===== src/rtl/ff_rd_sched_pkg.sv =====
// Shared types and helpers for the FIFO read scheduler and sibling arbiters.
package ff_rd_sched_pkg;

    typedef enum logic {
        IDLE  = 1'b0,
        BURST = 1'b1
    } state_t;

    // Widest request vector the round-robin helper accepts.
    localparam int RR_MAX = 32;

    // Round-robin search: first set bit of req[n-1:0] starting at last+1,
    // wrapping modulo n. Returns -1 when no request is set.
    function automatic int rr_next(input logic [RR_MAX-1:0] req,
                                   input int n,
                                   input int last);
        int idx;
        rr_next = -1;
        for (int k = 1; k <= RR_MAX; k++) begin
            if (k <= n) begin
                idx = (last + k) % n;
                if (req[idx] && rr_next < 0) rr_next = idx;
            end
        end
    endfunction

endpackage


===== src/rtl/ff_rd_sched_rr_arb.sv =====
// Combinational round-robin picker: lowest-distance requester after 'last'.
module rr_arb
    import ff_rd_sched_pkg::*;
#(
    parameter int N     = 4,
    parameter int SEL_W = $clog2(N)
) (
    input  logic [N-1:0]     req,
    input  logic [SEL_W-1:0] last,
    output logic [SEL_W-1:0] gnt,
    output logic             vld
);

    logic [RR_MAX-1:0] req_w;
    int                pick;

    // Widen the request vector to the helper's width and search from last+1.
    always_comb begin
        req_w        = '0;
        req_w[N-1:0] = req;
        pick         = rr_next(req_w, N, int'(last));
        vld          = (pick >= 0);
        gnt          = vld ? SEL_W'(pick) : '0;
    end

endmodule


===== src/rtl/ff_rd_sched.sv =====
// Round-robin burst read scheduler draining several FIFOs into one sink,
// with read-latency-aligned source/sop/eop tagging of returning data.
module ff_rd_sched
    import ff_rd_sched_pkg::*;
#(
    parameter int NUM_INTFS = 4,
    parameter int FF_DEPTH  = 16,
    parameter int MAX_BURST = 4,
    parameter int RD_LAT    = 1,
    parameter int SEL_W     = $clog2(NUM_INTFS),
    parameter int OCC_W     = $clog2(FF_DEPTH) + 1
) (
    input  logic                            clk,
    input  logic                            rst_n,
    input  logic                            sched_en,
    input  logic [NUM_INTFS-1:0]            ff_empty,
    input  logic [NUM_INTFS-1:0][OCC_W-1:0] ff_occ,
    input  logic                            sink_rdy,
    output logic [NUM_INTFS-1:0]            ff_rd_en,
    output logic [SEL_W-1:0]                rd_sel,
    output logic                            data_vld,
    output logic [SEL_W-1:0]                data_sel,
    output logic                            data_sop,
    output logic                            data_eop,
    output logic                            busy
);

    localparam int BC_W = $clog2(MAX_BURST) + 1;

    typedef struct packed {
        logic [SEL_W-1:0] sel;
        logic             sop;
        logic             eop;
    } tag_t;

    state_t           state, state_nxt;
    logic [SEL_W-1:0] gnt, gnt_nxt;
    logic [SEL_W-1:0] last_gnt, last_gnt_nxt;
    logic [BC_W-1:0]  burst_cnt, burst_cnt_nxt;
    logic [SEL_W-1:0] arb_gnt;
    logic             arb_vld;
    logic             rd_issue, rd_last;

    // Stage 0 is the read issued this cycle; stages 1..RD_LAT are registered.
    logic             vld_in;
    tag_t             tag_in;
    logic [RD_LAT:1]  vld_pipe;
    tag_t             tag_pipe [1:RD_LAT];

    rr_arb #(.N(NUM_INTFS), .SEL_W(SEL_W)) u_arb (
        .req  (~ff_empty),
        .last (last_gnt),
        .gnt  (arb_gnt),
        .vld  (arb_vld)
    );

    // FSM state, grant, priority pointer and burst counter.
    always_ff @(posedge clk or negedge rst_n) begin
        if (!rst_n) begin
            state     <= IDLE;
            gnt       <= '0;
            last_gnt  <= SEL_W'(NUM_INTFS - 1);
            burst_cnt <= '0;
        end else begin
            state     <= state_nxt;
            gnt       <= gnt_nxt;
            last_gnt  <= last_gnt_nxt;
            burst_cnt <= burst_cnt_nxt;
        end
    end

    // Next-state: grant in IDLE, issue reads in BURST until the burst ends.
    always_comb begin
        state_nxt     = state;
        gnt_nxt       = gnt;
        last_gnt_nxt  = last_gnt;
        burst_cnt_nxt = burst_cnt;
        rd_issue      = 1'b0;
        rd_last       = 1'b0;
        ff_rd_en      = '0;
        case (state)
            IDLE: begin
                if (sched_en && arb_vld) begin
                    state_nxt     = BURST;
                    gnt_nxt       = arb_gnt;
                    burst_cnt_nxt = '0;
                end
            end
            BURST: begin
                // Empty under grant only happens with inexact occupancy; bail
                // out quietly without an eop.
                if (ff_empty[gnt]) begin
                    state_nxt = IDLE;
                end else if (sink_rdy) begin
                    rd_issue      = 1'b1;
                    ff_rd_en[gnt] = 1'b1;
                    burst_cnt_nxt = burst_cnt + 1'b1;
                    if (burst_cnt == BC_W'(MAX_BURST - 1) || ff_occ[gnt] == OCC_W'(1)) begin
                        rd_last      = 1'b1;
                        last_gnt_nxt = gnt;
                        state_nxt    = IDLE;
                    end
                end
            end
            default: state_nxt = IDLE;
        endcase
    end

    // Tag for the word being read this cycle; zero when nothing is issued.
    always_comb begin
        vld_in     = rd_issue;
        tag_in     = '0;
        tag_in.sel = rd_issue ? gnt : '0;
        tag_in.sop = rd_issue && (burst_cnt == '0);
        tag_in.eop = rd_last;
    end

    // Delay valid and tag by the memory read latency.
    always_ff @(posedge clk or negedge rst_n) begin
        if (!rst_n) begin
            vld_pipe <= '0;
            for (int i = 1; i <= RD_LAT; i++) tag_pipe[i] <= '0;
        end else begin
            vld_pipe[1] <= vld_in;
            tag_pipe[1] <= tag_in;
            for (int i = 2; i <= RD_LAT; i++) begin
                vld_pipe[i] <= vld_pipe[i-1];
                tag_pipe[i] <= tag_pipe[i-1];
            end
        end
    end

    assign rd_sel   = gnt;
    assign data_vld = vld_pipe[RD_LAT];
    assign data_sel = tag_pipe[RD_LAT].sel;
    assign data_sop = tag_pipe[RD_LAT].sop;
    assign data_eop = tag_pipe[RD_LAT].eop;
    assign busy     = (state != IDLE) || (|vld_pipe);

endmodule


===== config.mk =====
export PLATFORM = sky130hd
export DESIGN_NAME = ff_rd_sched
export DESIGN_NICKNAME = d
export VERILOG_FILES = /design/src/rtl/ff_rd_sched_pkg.sv /design/src/rtl/ff_rd_sched_rr_arb.sv /design/src/rtl/ff_rd_sched.sv
export SDC_FILE = /design/constraint.sdc
export NUM_CORES = 1
export LEC_CHECK = 0
export ABC_AREA = 0
export BUFFER_PORTS_ARGS = -buffer_cell sky130_fd_sc_hd__buf_2
export CAP_MARGIN = 20
export CORE_MARGIN = 2
export CORE_UTILIZATION = 45
export CTS_BUF_LIST = sky130_fd_sc_hd__clkbuf_8
export CTS_CLUSTER_DIAMETER = 60
export DETAILED_ROUTE_END_ITERATION = 8
export PLACE_DENSITY = 0.79
export REMOVE_ABC_BUFFERS = 1
export SETUP_SLACK_MARGIN = 0.02
export SLEW_MARGIN = 20
export SYNTH_ARGS = -nofsm -noshare
export SYNTH_HDL_FRONTEND = slang
export SYNTH_SLANG_ARGS = --single-unit
export TNS_END_PERCENT = 50

===== constraint.sdc =====
create_clock -name clk -period 2.2 [get_ports clk]
set_clock_uncertainty 0.05 [all_clocks]
set_input_delay 0.33 -clock clk [delete_from_list [all_inputs] [get_ports clk]]
set_output_delay 0.33 -clock clk [all_outputs]
set_load 0.01 [all_outputs]

==> results of run 1 <==
-- registers in the layout (all words and copies together), names as in the netlist --
register,cells
burst_cnt,3
data_sop,1
data_sel,2
rd_sel,2
data_eop,1
last_gnt,2
state,1
data_vld,1
-- cells in the final DEF (no fill, tap or decap), types with 3 or more instances in the layout --
cell / instances
a22o_1: 3
and3_1: 3
buf_2: 39
buf_4: 5
clkbuf_8: 3
dfrtp_1: 11
ha_1: 3
inv_1: 6
nand2_1: 11
nor2_1: 3
nor4_1: 3
o21ai_0: 9
-- repair_timing --
item,4_1_cts,5_1_grt
endpoints found under the setup margin,0,1
hold endpoints to repair,11,0
hold buffers,1,0
resized for setup,0,1
setup buffers,0,3
-- cell families after synthesis --
logic type      share of synthesized area
flops                               0.414
mux                                0.0664
compound gates                      0.199
buf+inv                            0.0347
fa+ha+maj                          0.0474
simple gates                        0.239
-- power by group through the flow --
stage          clock network [W]  logic [W]  registers (W)
2_1_floorplan                  0   0.000310       0.000436
3_3_place_gp                   0   0.000534       0.000395
3_5_place_dp                   0   0.000555       0.000399
4_1_cts                 0.000208   0.000560       0.000396
5_1_grt                 0.000217   0.000654       0.000409
6_report                0.000205   0.000582       0.000396
-- path summary, 6_finish.rpt --
kind                                           from                       end  slack, ns  depth (start not counted)
max                           rd_sel[0]$_DFFE_PN0P_               ff_rd_en[2]       0.08                          5
min                                        sink_rdy           state$_DFF_PN0_       0.39                          2
max reg2reg                   rd_sel[0]$_DFFE_PN0P_   last_gnt[1]$_DFFE_PN1P_       0.25                          7
min reg2reg                burst_cnt[2]$_DFFE_PN0P_  burst_cnt[2]$_DFFE_PN0P_       0.46                          1
max in group asynchronous                     rst_n   last_gnt[0]$_DFFE_PN1P_       1.37                          2
min in group asynchronous                     rst_n        data_vld$_DFF_PN0_       0.45                          2
-- area by class of cell --
class,count,share of cell area
flip-flops and latches,13,0.299
multi-input cells,63,0.401
well taps,17,0.0194
clock inverters,1,0.00343
inverters,5,0.0171
repair buffers,45,0.222
clock buffers,3,0.0377
-- metrics by stage --
stage	power [W]	utilization	worst slack (ns)	instances
final	0.00118	0.648	0.0785	147
after global routing	0.00128	0.648	0.000888	147
after CTS	0.00116	0.633	0.0599	144
after detailed placement	0.000954	0.601	0.255	139
after global placement	0.000929	0.601	0.292	139
after floorplan	0.000747	-	0.134	81
-- layer usage --
layer / wire, microns / vias to the layer above / part of all wire / global-route usage
met1: 810 / 376 / 0.42 / 0.263
li1: - / 402 / - / -
met4: 15 / 0 / 0.0078 / 0.0457
met3: 76 / 2 / 0.040 / 0.0397
met2: 1010 / 21 / 0.53 / 0.369
met5: 0 / - / 0 / 0
-- worst max-delay path, delay by kind of cell, from the launching register on --
kind | cells | cell delay (ns)
buffers and inverters | 1 | 0.13
DFF | 1 | 0.36
and+or+nand+nor | 3 | 0.44
muxes | 1 | 0.56
==> results.md, run 1 <==
* CP arrival at 1.74 ns
* Status: completed
* LEAKAGE at 0.564 nW
* Clock Pin Slew Worst Setup and Hold Paths at 0.05 ns
* Distinct cells, synth at 34
* Final HPWL from detailed placement at 1.54 mm
* Max-Cap Viols at 0
* Root Driver: clkbuf_8
* Sink Count at 13
* Fin crit share at 0.964
* # DRC at 0
* Setup TNS at 0 ns
* Max Buffers Root-to-Sink at 2
* Die width at 46.0 microns
* CP startpoint kind: flop
* Sw Pwr at 0.000455 W
* Post-synthesis cell area at 792 sq um
* Num ports at 40
* Clock Latency Late Sink at 0.24 ns
* Post-Route WL at 1.91 mm
* Die H at 46.0 microns
* Nets at 162
* Initial core utilization at 0.469
* H-tree levels at 1
* Die Area at 2110 sq um
* DP Area at 1010 sq um
* DR vias at 801
* CTS Buf Count at 3
* # fillers at 147
* Drt pass-1 iters at 4
* Row count at 15
* Fin. max-slew vios at 0
* Share of layout cells above drive strength 1 at 0.431
* Sw frac at 0.385
* Routed len/inst at 13.0 microns
* Comb power frac at 0.492
* Synth warn at 0
* Antenna diode count at 0
* Share of the synthesized area in the top cell type at 0.348
* Vias in the first global route at 770
* CP max stage delay at 0.56 ns
* Fmax at 0.471 GHz
* Final setup fails at 0
* Register Area at 328 sq um
* Area of the multi-input gates at 439 sq um
* Post-synth ARST share at 1.00
* Worst hold margin at 0.388 ns
* WS Path Type: reg -> out
* Slowest stage cell, crit path: mux4_2
* Peak supply drop at 0.661 mV
* Area leader, netlist: dfrtp_1
* Relative slew margins at 0.682
* Initial antenna violation count at 0
* CP endpoint kind: output port
* Design Area, Final at 1090 sq um
* Post-route ant nets at 0
* Ys flop type: dfrtp_1
* DR vias/cell at 5.45
* Initial DRC Count at 15
* Worst Tran Pin Value at 0.471 ns
* RePlAce Congestion at 0.839
* Most frequent cells after synthesis: dfrtp_1, nand2_1, o21ai_0
* Core Region at 1690 sq um
* Power density over cell area at 1080 nW/um^2
* CTS tree: built
* Cell internal pwr at 0.000727 W
* Hold Vio Cnt, Final at 0
* Worst-path maximum fanout at 6
* Unrepaired setup endpoints after global routing: false
* Sequential share of power at 0.335
* Post-Synthesis Cells at 83
* Largest net degree at the start of global routing at 17
* Crit path time final at 2.12 ns
* Seq/Total Area, Yosys at 0.414
* Remaining global-route overflow at 0
* Yosys reg bits at 13
* Worst-path cell chain: mux4_2, nor2_4, and2_4, nor2b_1, buf_2
* Required time of the critical path at 1.82 ns
* GRT Total Usage at 0.210
* PortBufs at 39
* First-pass GRT wire length at 3.24 mm
* Syn avg cell area at 9.54 sq um
* Worst hold path class: in -> reg
* Clk network pwr share at 0.173
* Synth top area cells: dfrtp_1, dfstp_2, o21ai_0, nand2_1, ha_1
* Layout area overhead at 38.2%
* Post-synth EDFFs at 0
No activity file was read; power rests on OpenSTA's default activity.
==> inputs of run 2 (changes only) <==
--- a/config.mk
+++ b/config.mk
@@ -5,7 +5,7 @@
 export SDC_FILE = /design/constraint.sdc
 export NUM_CORES = 1
 export LEC_CHECK = 0
-export ABC_AREA = 0
+export ABC_AREA = 1
 export BUFFER_PORTS_ARGS = -buffer_cell sky130_fd_sc_hd__buf_2
 export CAP_MARGIN = 20
 export CORE_MARGIN = 2
@@ -13,7 +13,7 @@
 export CTS_BUF_LIST = sky130_fd_sc_hd__clkbuf_8
 export CTS_CLUSTER_DIAMETER = 60
 export DETAILED_ROUTE_END_ITERATION = 8
-export PLACE_DENSITY = 0.79
+export PLACE_DENSITY = 0.75
 export REMOVE_ABC_BUFFERS = 1
 export SETUP_SLACK_MARGIN = 0.02
 export SLEW_MARGIN = 20
==> run 2 against run 1 <==
Effect of this change: flip-flop and latch count did not move; worst setup slack better by 0.091 ns; count of clock-buffer cells in the layout unchanged; via count is 36% higher.
==> results.md, run 2 <==
* Most frequent cells in the layout: nand2_1, buf_2, inv_1
* Die width at 51.6 microns
* Placed insts at 222
* LEAKAGE at 0.771 nW
* # fillers at 222
* Relative slew margins at 0.806
* Vias in the first global route at 952
* Commonest non-fill, non-tap cell in the layout: nand2_1
* Peak supply drop at 0.696 mV
* Status: completed
* Unrepaired setup endpoints after global routing: false
* Worst hold margin at 0.346 ns
* H-tree levels at 1
* Final setup fails at 0
* CP arrival at 1.65 ns
* Post-route ant nets at 0
* Nets at 232
* Setup TNS at 0 ns
* Largest net degree at the start of global routing at 14
* CP startpoint kind: flop
* Synth top area cells: dfrtp_1, nand2_1, inv_1, nand2_2, nor2_1
* Post-synthesis mux area share at 0
* Slowest stage cell, crit path: dfrtp_2
* Worst hold path class: in -> reg
* Most frequent cells after synthesis: nand2_1, inv_1, nor2_1
* Clock Pin Slew Worst Setup and Hold Paths at 0.05 ns
* Post-synth EDFFs at 0
* CP max stage delay at 0.44 ns
* DR vias at 1090
* PortBufs at 39
* CTS tree: built
* Worst Tran Pin Value at 0.292 ns
* R2R Path Start: last_gnt[0]$_DFFE_PN1P_
* Largest delay share family, worst path: simple AND/OR/NAND/NOR gates
* Hold Vio Cnt, Final at 0
* Remaining global-route overflow at 0
* Distinct cells, synth at 24
* First-pass GRT wire length at 3.84 mm
* Root Driver: clkbuf_8
* DR vias/cell at 4.78
* Drt pass-1 iters at 4
* Post-synth ARST share at 1.00
* Die H at 51.6 microns
* Design Area, Final at 1300 sq um
* Initial DRC Count at 19
* Post-Synthesis Cells at 157
* Num ports at 40
* Post-Route WL at 2.38 mm
* Ys flop type: dfrtp_1
* DP Area at 1230 sq um
* Synth warn at 0
* Cells on worst reg2reg path at 9
* CP endpoint kind: output port
* Share of layout cells above drive strength 1 at 0.355
* Layout area overhead at 27.5%
* Largest register by flop count: burst_cnt
* Max Buffers Root-to-Sink at 2
* Fmax at 0.493 GHz
* Post-Synth Simple-Gate Area at 0.459
* Reg2reg end: rd_sel[0]$_DFFE_PN0P_
* Post-Synth Adder-Cell Area at 0.0369
* Worst-path cell chain: nand2_1, o21ai_0, nand2_1, nand2_1, inv_2, nand2_2, nor2_4, inv_2, nor3_1, buf_2
* GRT Max-Usage Layer: met2
* R2R setup slack at 0.53 ns
* Fin crit share at 0.923
* Hold path cells at 3
* GRT Total Usage at 0.189
* Seq/Total Area, Yosys at 0.322
* Worst-path maximum fanout at 7
* Top-count cell post-synth: nand2_1
* Routed len/inst at 10.4 microns
* Clock Latency Late Sink at 0.24 ns
* Total power at 0.00159 W
* Initial antenna violation count at 0
* Area leader, netlist: dfrtp_1
* Yosys reg bits at 13
* Syn avg cell area at 6.49 sq um
* Hold EP: burst_cnt[0]$_DFFE_PN0P_
* Power density over cell area at 1220 nW/um^2
* Antenna diode count at 0
* Non-filler cells, final at 228
* Hold Startpoint: sink_rdy
* Die Area at 2660 sq um
* WS Path Type: reg -> out
* Met3 usage at 0.0259
* Max FFs per register at 3
* Crit path time final at 2.03 ns
* Initial core utilization at 0.469
* Fin. max-slew vios at 0
* Row count at 17
* Crit path buf inv count at 3
* Post-synthesis cell area at 1020 sq um
* Met2 Resource Use GR at 0.316
* GR Util met1 at 0.253
* Largest family of logic cells by synthesized area: simple AND/OR/NAND/NOR gates
* CTS Buf Count at 3
* Final HPWL from detailed placement at 1.94 mm
* Required time of the critical path at 1.82 ns
* Share of the synthesized area in the top cell type at 0.270
* Crit path top cell by count: nand2_1
* # DRC at 0
* Max-Cap Viols at 0
* XOR/XNOR Fraction of Synth Area at 0
* Compound-Gate Fraction of Synth Area at 0.0541
* RePlAce Congestion at 0.829
* Sink Count at 13
* Core Region at 2170 sq um
-- run 2: cell types whose count changed after synthesis, moves of 4 or more --
cell / previous run / this run
nand2_1: 11 / 51
o21ai_1: 0 / 4
nor3_1: 1 / 5
nor2_1: 3 / 16
nand3_1: 2 / 11
o21ai_0: 9 / 3
inv_1: 5 / 17
inv_2: 0 / 5
nand2_2: 0 / 10
-- run 2: how the worst max path moves through the flow --
stage / from / to / slack [ns] / depth (start not counted)
after global routing: rd_sel[0]$_DFFE_PN0P_ / ff_rd_en[2] / 0.01 / 10
after floorplan: rd_sel[0]$_DFFE_PN0P_ / ff_rd_en[0] / 0.32 / 8
after CTS: rd_sel[1]$_DFFE_PN0P_ / ff_rd_en[2] / 0.08 / 9
final: rd_sel[0]$_DFFE_PN0P_ / ff_rd_en[2] / 0.17 / 10
after global placement: rd_sel[1]$_DFFE_PN0P_ / ff_rd_en[3] / 0.43 / 9
after detailed placement: rd_sel[1]$_DFFE_PN0P_ / ff_rd_en[2] / 0.33 / 9
-- run 2: metal layers --
layer | share of wire | wire [microns] | vias to the layer above
met5 | 0 | 0 | -
met4 | 0.0080 | 19 | 0
met1 | 0.44 | 1050 | 475
met3 | 0.054 | 128 | 2
li1 | - | - | 578
met2 | 0.49 | 1180 | 35
-- run 2: power by group --
| part | switching (W) | internal [W] | leakage (nW) |
|---|---|---|---|
| sequential | 0.000130 | 0.000340 | 0.161 |
| combinational | 0.000574 | 0.000344 | 0.583 |
| clock | 0.0000798 | 0.000123 | 0.0269 |
-- run 2: cells by family (layout without fill, tap and decap cells) --
kind of cell | count (synthesis) | in the layout
buffers and inverters | 27 | 70
AOI/OAI and AO/OA | 11 | 11
adders and majority gates | 3 | 3
DFF | 13 | 13
and+or+nand+nor | 103 | 103
-- run 2: tightest hold or removal path: stages --
cell,delay [ns]
buf_2,0.13
nand4_1,0.09
nand2_1,0.05
-- run 2: timing repair --
| item | CTS | global route |
|---|---|---|
| setup buffers | 0 | 1 |
| hold buffers | 1 | 0 |
| resized for setup | 0 | 4 |
| setup endpoints to repair | 0 | 4 |
| endpoints found under the hold margin | 11 | 0 |
-- run 2: cell type report --
type | count | area [sq um] | share of cell area
Multi-Input combinational cell | 117 | 568 | 0.437
Clock inverter | 1 | 3.75 | 0.00289
Timing Repair Buffer | 42 | 220 | 0.170
Tap cell | 28 | 35.0 | 0.0270
Clock buffer | 3 | 41.3 | 0.0318
Inverter | 24 | 100 | 0.0771
Sequential cell | 13 | 330 | 0.254
-- run 2: through the flow --
step                       util  setup slack (ns)
after detailed placement  0.565             0.330
after global placement    0.565             0.435
after floorplan               -             0.323
after CTS                 0.591            0.0753
final                     0.599             0.170
after global routing      0.599            0.0136
==> inputs of run 3 (changes only) <==
--- a/config.mk
+++ b/config.mk
@@ -9,11 +9,12 @@
 export BUFFER_PORTS_ARGS = -buffer_cell sky130_fd_sc_hd__buf_2
 export CAP_MARGIN = 20
 export CORE_MARGIN = 2
-export CORE_UTILIZATION = 45
+export CORE_UTILIZATION = 46
 export CTS_BUF_LIST = sky130_fd_sc_hd__clkbuf_8
 export CTS_CLUSTER_DIAMETER = 60
 export DETAILED_ROUTE_END_ITERATION = 8
-export PLACE_DENSITY = 0.75
+export HOLD_SLACK_MARGIN = 0.02
+export PLACE_DENSITY_LB_ADDON = 0.1
 export REMOVE_ABC_BUFFERS = 1
 export SETUP_SLACK_MARGIN = 0.02
 export SLEW_MARGIN = 20
==> run 3 against run 2 <==
Effect of this change: sequential share of layout area grew 0.15 points; first-iteration DRC count is 11% higher; count of clock-buffer cells in the layout unchanged; die area fell by 2.0%; register-to-register slack barely moved; combinational power down 2%; non-clock buffer count unchanged; routed wire length shrank 5.6%; clock power hardly changed; hold slack got worse by 0.00065 ns; utilization rose by 0.24 points; critical path type unchanged.
==> results.md, run 3 (same netlist as run 2, synthesis figures left out) <==
* Relative slew margins at 0.814
* R2R Path Start: last_gnt[0]$_DFFE_PN1P_
* Reg2reg end: rd_sel[0]$_DFFE_PN0P_
* DR vias at 1076
* Placed insts at 222
* Routed len/inst at 9.85 microns
* Unrepaired setup endpoints after global routing: false
* Die H at 51.1 microns
* CP max stage delay at 0.47 ns
* Initial DRC Count at 21
* Max-Cap Viols at 0
* Crit path buf inv count at 4
* Worst-path maximum fanout at 10
* Share of layout cells above drive strength 1 at 0.345
* H-tree levels at 1
* Post-route ant nets at 0
* Drt pass-1 iters at 4
* Max FFs per register at 3
* Worst hold path class: in -> reg
* Initial core utilization at 0.474
* Fin crit share at 0.917
* Crit path time final at 2.02 ns
* Hold path cells at 3
* Status: completed
* Largest delay share family, worst path: simple AND/OR/NAND/NOR gates
* Layout area overhead at 26.8%
* Hold Startpoint: sink_rdy
* CP arrival at 1.64 ns
* R2R setup slack at 0.54 ns
* PortBufs at 39
* Fmax at 0.496 GHz
* Remaining global-route overflow at 0
* Clock Pin Slew Worst Setup and Hold Paths at 0.05 ns
* Commonest non-fill, non-tap cell in the layout: nand2_1
* CTS Buf Count at 3
* Antenna diode count at 0
* Final setup fails at 0
* Root Driver: clkbuf_8
* Sink Count at 13
* Setup TNS at 0 ns
* # DRC at 0
* Hold EP: burst_cnt[0]$_DFFE_PN0P_
* Row count at 17
* CP endpoint kind: output port
* Core Region at 2150 sq um
* RePlAce Congestion at 0.898
* Power density over cell area at 1220 nW/um^2
* WS Path Type: reg -> out
* Vias in the first global route at 915
* LEAKAGE at 0.768 nW
* Cells on worst reg2reg path at 9
* Slowest stage cell, crit path: dfrtp_2
* Worst-path cell chain: inv_2, nand2_1, nand2_1, inv_2, nand2_1, nor2_4, inv_2, nor3_1, buf_2
* Most frequent cells in the layout: nand2_1, buf_2, inv_1
* Final HPWL from detailed placement at 1.84 mm
* Hold Vio Cnt, Final at 0
* Worst Tran Pin Value at 0.280 ns
* Fin. max-slew vios at 0
* Initial antenna violation count at 0
* Largest register by flop count: burst_cnt
* CP startpoint kind: flop
* Peak supply drop at 0.782 mV
* Clock Latency Late Sink at 0.24 ns
* Non-filler cells, final at 228
* Largest net degree at the start of global routing at 14
* Post-Route WL at 2.25 mm
* GRT Total Usage at 0.184
* Max Buffers Root-to-Sink at 2
* Die width at 51.1 microns
* Required time of the critical path at 1.82 ns
* DR vias/cell at 4.72
* Die Area at 2610 sq um
* Num ports at 40
* Nets at 232
* CTS tree: built
* # fillers at 213
* First-pass GRT wire length at 3.69 mm
## run 3: cell counts in the layout (fill, tap and decap cells not counted)
Identical to the previous run, type by type.
## run 3: final cells by class
type / count / area [sq um] / area share
clock inverter: 1 / 3.75 / 0.00291
tap: 28 / 35.0 / 0.0271
multi-input combinational: 117 / 561 / 0.434
clock buffer: 3 / 41.3 / 0.0320
sequential: 13 / 330 / 0.256
inverter: 24 / 100 / 0.0775
timing repair buffer: 42 / 220 / 0.171
## run 3: how the worst max path moves through the flow
stage                          start     endpoint  slack [ns]  depth (start not counted)
4_1_cts        rd_sel[1]$_DFFE_PN0P_  ff_rd_en[2]        0.04                          9
6_report       rd_sel[1]$_DFFE_PN0P_  ff_rd_en[2]        0.18                          9
3_5_place_dp   rd_sel[1]$_DFFE_PN0P_  ff_rd_en[2]        0.31                          9
2_1_floorplan  rd_sel[0]$_DFFE_PN0P_  ff_rd_en[0]        0.32                          8
3_3_place_gp   rd_sel[1]$_DFFE_PN0P_  ff_rd_en[1]        0.36                          9
5_1_grt        rd_sel[0]$_DFFE_PN0P_  ff_rd_en[0]        0.02                         10
## run 3: per-layer routing
layer  vias to the layer above  wire length, microns  global-route usage
li1                        575                     -                   -
met1                       463                   994               0.238
met2                        35                  1040               0.307
met3                         3                   181              0.0234
met4                         0                    29              0.0811
met5                         -                     0                   0
## run 3: timing repair
| action | 4_1_cts | 5_1_grt |
|---|---|---|
| endpoints found under the setup margin | 0 | 4 |
| endpoints found under the hold margin | 11 | 0 |
| gates resized for setup | 0 | 2 |
| hold buffers | 1 | 0 |
| buffers inserted | 0 | 1 |
## run 3: report_power, final
part | internal [W] | switching (W) | total, W
clock | 0.000123 | 0.0000820 | 0.000205
sequential | 0.000340 | 0.000125 | 0.000465
combinational | 0.000341 | 0.000559 | 0.000900
## run 3: worst register-to-register path: cells and delay by family, from the launching register on
kind / cells / cell delay (ns)
flops: 1 / 0.67
compound gates: 1 / 0.12
buf+inv: 2 / 0.10
simple gates: 6 / 0.62
## run 3: per-stage QoR
stage | instance area, sq um | hold slack (ns) | worst slack, ns | util | total power, W
after detailed placement | 1230 | 0.174 | 0.307 | 0.571 | 0.00136
after floorplan | 988 | -0.0156 | 0.323 | - | 0.00111
final | 1290 | 0.346 | 0.183 | 0.601 | 0.00157
after global routing | 1290 | 0.367 | 0.0244 | 0.601 | 0.00175
after CTS | 1280 | 0.345 | 0.0447 | 0.596 | 0.00157
after global placement | 1230 | 0.175 | 0.361 | 0.571 | 0.00134
